## config.mk

```make
export PLATFORM = sky130hd
export DESIGN_NAME = micro_ucr_nonce_ctrl
export DESIGN_NICKNAME = d
export VERILOG_FILES = /design/src/rtl/micro_ucr_nonce_ctrl.sv
export SDC_FILE = /design/constraint.sdc
export NUM_CORES = 1
export LEC_CHECK = 0
export BUFFER_PORTS_ARGS = -buffer_cell sky130_fd_sc_hd__buf_2
export CORE_MARGIN = 2
export CORE_UTILIZATION = 29
export CTS_CLUSTER_DIAMETER = 30
export DETAILED_ROUTE_END_ITERATION = 7
export HOLD_SLACK_MARGIN = 0.03
export MAX_ROUTING_LAYER = met4
export PLACE_DENSITY = 0.62
export REMOVE_ABC_BUFFERS = 1
export SYNTH_ARGS = -nofsm -noshare
export SYNTH_HDL_FRONTEND = slang
export SYNTH_SLANG_ARGS = --single-unit
```

## constraint.sdc

```tcl
create_clock -name clk -period 2.9 [get_ports clk]
set_input_delay 0.145 -clock clk [delete_from_list [all_inputs] [get_ports clk]]
set_output_delay 0.145 -clock clk [all_outputs]
set_load 0.05 [all_outputs]
```

## src/rtl/micro_ucr_nonce_ctrl.sv

```systemverilog
// Nonce-search controller for the micro_ucr_hash core: drives {payload, nonce} into the core,
// samples the digest at each round boundary, and parks the core on a hit or when the range runs out.
`timescale 1ns/1ps

module micro_ucr_nonce_ctrl #(
    parameter logic [31:0] NONCE_START = 32'h0000_0000,
    parameter logic [31:0] NONCE_LAST  = 32'hFFFF_FFFF
) (
    input  logic         clk,
    input  logic         reset_L,
    input  logic         start,
    input  logic [95:0]  payload,
    input  logic [7:0]   target,
    input  logic [5:0]   core_count,
    input  logic [23:0]  core_H,
    output logic         core_reset_L,
    output logic [127:0] bloque_out,
    output logic         fin_out,
    output logic         busy,
    output logic         found,
    output logic         exhausted,
    output logic [31:0]  nonce_out,
    output logic [23:0]  hash_out,
    output logic [31:0]  attempts
);

    localparam int unsigned CNT_W = 6;
    localparam int unsigned NONCE_W = 32;
    localparam logic [CNT_W-1:0] LAST_COUNT = CNT_W'(34);

    typedef enum logic [1:0] {
        IDLE     = 2'd0,
        RST_CORE = 2'd1,
        RUN      = 2'd2,
        DONE     = 2'd3
    } state_t;

    state_t               state;
    logic [NONCE_W-1:0]   nonce_q;
    logic [CNT_W-1:0]     prev_count;
    logic                 round_done_c;
    logic                 hit_c;

    // The core wraps 34 -> 0 at the end of a round; core_H is only valid in that cycle.
    assign round_done_c = (prev_count == LAST_COUNT) && (core_count == '0);
    assign hit_c        = (core_H[23:16] < target) && (core_H[15:8] < target);
    assign bloque_out   = {payload, nonce_q};

    always_ff @(posedge clk or negedge reset_L) begin
        if (!reset_L) begin
            state        <= IDLE;
            core_reset_L <= 1'b0;
            fin_out      <= 1'b1;
            busy         <= 1'b0;
            found        <= 1'b0;
            exhausted    <= 1'b0;
            nonce_q      <= NONCE_START;
            nonce_out    <= '0;
            hash_out     <= '0;
            attempts     <= '0;
            prev_count   <= '0;
        end else begin
            case (state)
                IDLE, DONE: begin
                    if (start) begin
                        state        <= RST_CORE;
                        core_reset_L <= 1'b0;
                        fin_out      <= 1'b0;
                        busy         <= 1'b1;
                        found        <= 1'b0;
                        exhausted    <= 1'b0;
                        nonce_q      <= NONCE_START;
                        attempts     <= '0;
                        prev_count   <= '0;
                    end
                end
                RST_CORE: begin
                    state        <= RUN;
                    core_reset_L <= 1'b1;
                end
                RUN: begin
                    prev_count <= core_count;
                    if (round_done_c) begin
                        attempts <= attempts + 32'd1;
                        // A hit on the last nonce still reports found, never exhausted.
                        if (hit_c) begin
                            nonce_out <= nonce_q;
                            hash_out  <= core_H;
                            found     <= 1'b1;
                            fin_out   <= 1'b1;
                            busy      <= 1'b0;
                            state     <= DONE;
                        end else if (nonce_q == NONCE_LAST) begin
                            exhausted <= 1'b1;
                            fin_out   <= 1'b1;
                            busy      <= 1'b0;
                            state     <= DONE;
                        end else begin
                            nonce_q <= nonce_q + 32'd1;
                        end
                    end
                end
                default: begin
                    state <= IDLE;
                end
            endcase
        end
    end

endmodule
```

==> key figures <==
Outcome
  • Outcome: completed

Timing
  • Slew @ Worst Pin: 0.656 ns
  • Post-layout minimum cycle time: 2.65 ns
  • Post-route worst setup slack: 0.251 ns
  • Setup repair after global routing missed its margin: no
  • Final clock skew: 0.0113 ns
  • Final hold viol count: 0
  • Final Max Slew Viols: 0
  • Slew Limit Headroom: 56.2%
  • Fin crit share: 91.4%
  • Final number of setup-violating endpoints: 0
  • F_max: 377 MHz

CTS
  • Number of gates given a new drive strength after cts: 0
  • Inserted Clock Buffers: 17
  • Total clock sinks: 133
  • Largest buffer count on any clock path: 2
  • Number of levels in the clock H-tree: 4
  • CTS tree: done
  • Buffer cell driving the clock tree root: clkbuf_16
  • Clock insertion delay at the later pin of the skew report: 0.42 ns
  • Post-CTS clock slew at the launch and capture registers of the worst setup and hold paths: 0.06 ns
  • Post-CTS setup buffer count: 0

Pwr
  • Leakage power: 4.43 nW
  • VDD IR-drop max: 535 µV
  • Cell area power density: 896 mW/mm²

Yosys
  • Yosys cell types: 58
  • Post-synth EDFFs: 0
  • Sequential area share after synthesis: 43.4%
  • Area share of the largest cell type after synthesis: 43.0%
  • Count of state elements after synthesis: 133
  • Share of flip-flops with an asynchronous set or reset: 100%
  • Yosys synthesis warning count: 0
  • Mean area per synthesized cell: 10.1 µm²
  • Library cell occupying the most area in the post-synthesis netlist: dfrtp_1
  • Top area cells in the synthesized netlist: dfrtp_1, buf_4, mux2_2
  • Primary flip-flop cell chosen by synthesis mapping: dfrtp_1
  • Post-Synthesis Cells: 763
  • Netlist area before placement: 0.00768 mm²

Routing
  • Via count: 6,388
  • Average wire per standard cell: 26.8 µm
  • Per-cell via count in the routed design: 5.24
  • Starting DRC count in detailed routing: 452
  • Antenna Nets Post-Route: 0
  • Total detailed-routing wirelength: 32,700 µm
  • 1st-pass router iterations: 5
  • Residual DRC count: 0

Placement
  • GP Congestion: 0.838
  • Total of buffers placed on input and output ports: 165
  • Minimum setup slack after placement: 0.331 ns
  • Detailed Place HPWL: 25,900 µm
  • Post-placement cell count: 1,157

Critical path
  • Worst Path Max Fanout: 13
  • Element type at the critical path start: input port
  • Data required time of the worst path: 3.20 ns
  • Worst setup path category: in -> reg
  • Arrival @ worst endpoint: 2.95 ns
  • Crit end category: flop

Cells and area
  • Inserted Diodes: 0
  • Net count of the finished layout: 1,028
  • Storage cell area: 0.00333 mm²
  • Number of standard cells in the final layout excluding fillers: 1,220
  • Layout filler cell count: 2,630
  • Multi-input combinational cell area: 0.00339 mm²
  • Area added between synthesis and finish: 20.7%
  • Fraction of layout cells with a size suffix above 1: 32.3%

Global routing
  • Via count of the first global-routing pass: 6,129
  • Initial antenna violation count: 0
  • Global routing usage summed across all routing layers: 24.3%
  • Pin count of the biggest net entering global routing: 65
  • Total congestion overflow after global routing: 0
  • First-pass GRT wire length: 46,600 µm

Job
  • MaxCap Viol Count: 0

Floorplan
  • Width of the chip: 167 µm
  • Die Area: 0.0278 mm²
  • Initial standard-cell utilization of the core: 29.5%
  • Placeable core area: 0.0261 mm²
  • Placement row count: 59
  • Height of the chip: 167 µm
  • I/O pin count: 358

Hold path
  • Hold Crit Class: in -> reg
worst paths after layout:
check / startpoint / endpoint / slack (ns) / cells past startpoint
worst max register to register: state[0]$_DFFE_PN0P_ / nonce_q[13]$_DFFE_PN0P_ / 0.33 / 8
worst max-delay path: core_H[14] / nonce_out[3]$_DFFE_PN0P_ / 0.25 / 10
max in group asynchronous: reset_L / attempts[6]$_DFFE_PN0P_ / 1.76 / 3
min in group asynchronous: reset_L / hash_out[13]$_DFFE_PN0P_ / 0.22 / 2
worst min register to register: fin_out$_DFFE_PN1P_ / fin_out$_DFFE_PN1P_ / 0.48 / 2
worst min-delay path: start / attempts[0]$_DFFE_PN0P_ / 0.11 / 3
Yosys cell counts (all sizes together) (18+ instances only):
cell type,instances
nand4,24
o21ai,20
nor2,43
a21oi,27
nand3,38
inv,18
nand2,55
buf,112
dfrtp,132
clkbuf,24
ha,19
mux2,56
cell families after synthesis:
kind of cell	Yosys count	synth area share (%)
AO/OA/AOI/OAI	111	10.3
adder cells (fa/ha/maj)	19	3.10
multiplexers	66	9.52
flip-flops	133	43.4
AND/OR/NAND/NOR	259	18.6
XOR/XNOR	21	2.40
buffers and inverters	154	12.7
critical path, stage by stage:
cell           delay (ns)
dlygate4sd3_1        0.53
buf_2                0.14
ha_1                 0.30
a21o_1               0.18
a2111oi_0            0.43
o31a_1               0.24
nand2_1              0.11
nor2_4               0.23
buf_4                0.28
mux2_2               0.35
per-layer routing:
| layer | wire (µm) | vias up | GRT usage (%) |
|---|---|---|---|
| met5 | 0 | - | - |
| met4 | 306 | 0 | 4.46 |
| met3 | 6510 | 15 | 22.6 |
| met2 | 14200 | 394 | 34.6 |
| met1 | 11800 | 3095 | 24.5 |
| li1 | - | 2884 | - |
flip-flops by register name (all words and copies together), names as in the netlist:
register      flops
nonce_out        32
nonce_q          32
fin_out           1
state             2
attempts         32
busy              1
exhausted         1
core_reset_L      1
hash_out         24
found             1
prev_count        6
final cells by class:
cell class / count / share of cell area [%]
clock buffer: 20 / 4.82
inverter: 18 / 0.729
timing repair buffer: 226 / 15.0
sequential: 133 / 35.9
multi-input combinational: 476 / 36.5
tap: 335 / 4.52
clock inverter: 12 / 2.44
stage by stage:
stage	total power [mW]	utilization, %	hold slack, ns	area, µm²	TNS, ns
CTS	8.39	35.6	0.0884	9270	0
global route	8.75	35.6	0.0900	9270	0
finish	8.31	35.6	0.113	9270	0
floorplan	4.70	-	-0.151	6770	-158.31
detailed placement	5.81	31.8	0.115	8280	0
global placement	5.76	31.8	0.114	8280	0
report_power, final:
group          switching, mW  internal [mW]  total (mW)
clock network          0.878           1.64        2.52
registers              0.234           2.21        2.44
logic                   2.38          0.969        3.35
total                   3.49           4.81        8.31
cells in the final DEF (no fill, tap or decap), types with 6 or more instances in the layout:
cell             n
buf_2          164
dfrtp_1        132
nand2_1         54
mux2_2          50
nor2_1          42
nand3_1         38
dlygate4sd3_1   31
buf_4           28
a21oi_1         27
nand4_1         24
o21ai_0         20
inv_1           18
ha_1            18
clkbuf_16       17
and3_1          13
o211ai_1        13
xnor2_1         13
nor3_1          12
nor3b_1         12
mux2i_1         10
and4_1          10
a221o_1         10
or3_1            9
xor2_1           8
nand4b_1         8
nor2b_1          6
and2_1           6
mux2_1           6
a22oi_1          6
bufinv_16        6
repair_timing:
item	CTS	global route
hold buffers	31	0
endpoints found under the setup margin	0	0
endpoints found under the hold margin	73	0
Power figures use the tool's default switching activity.
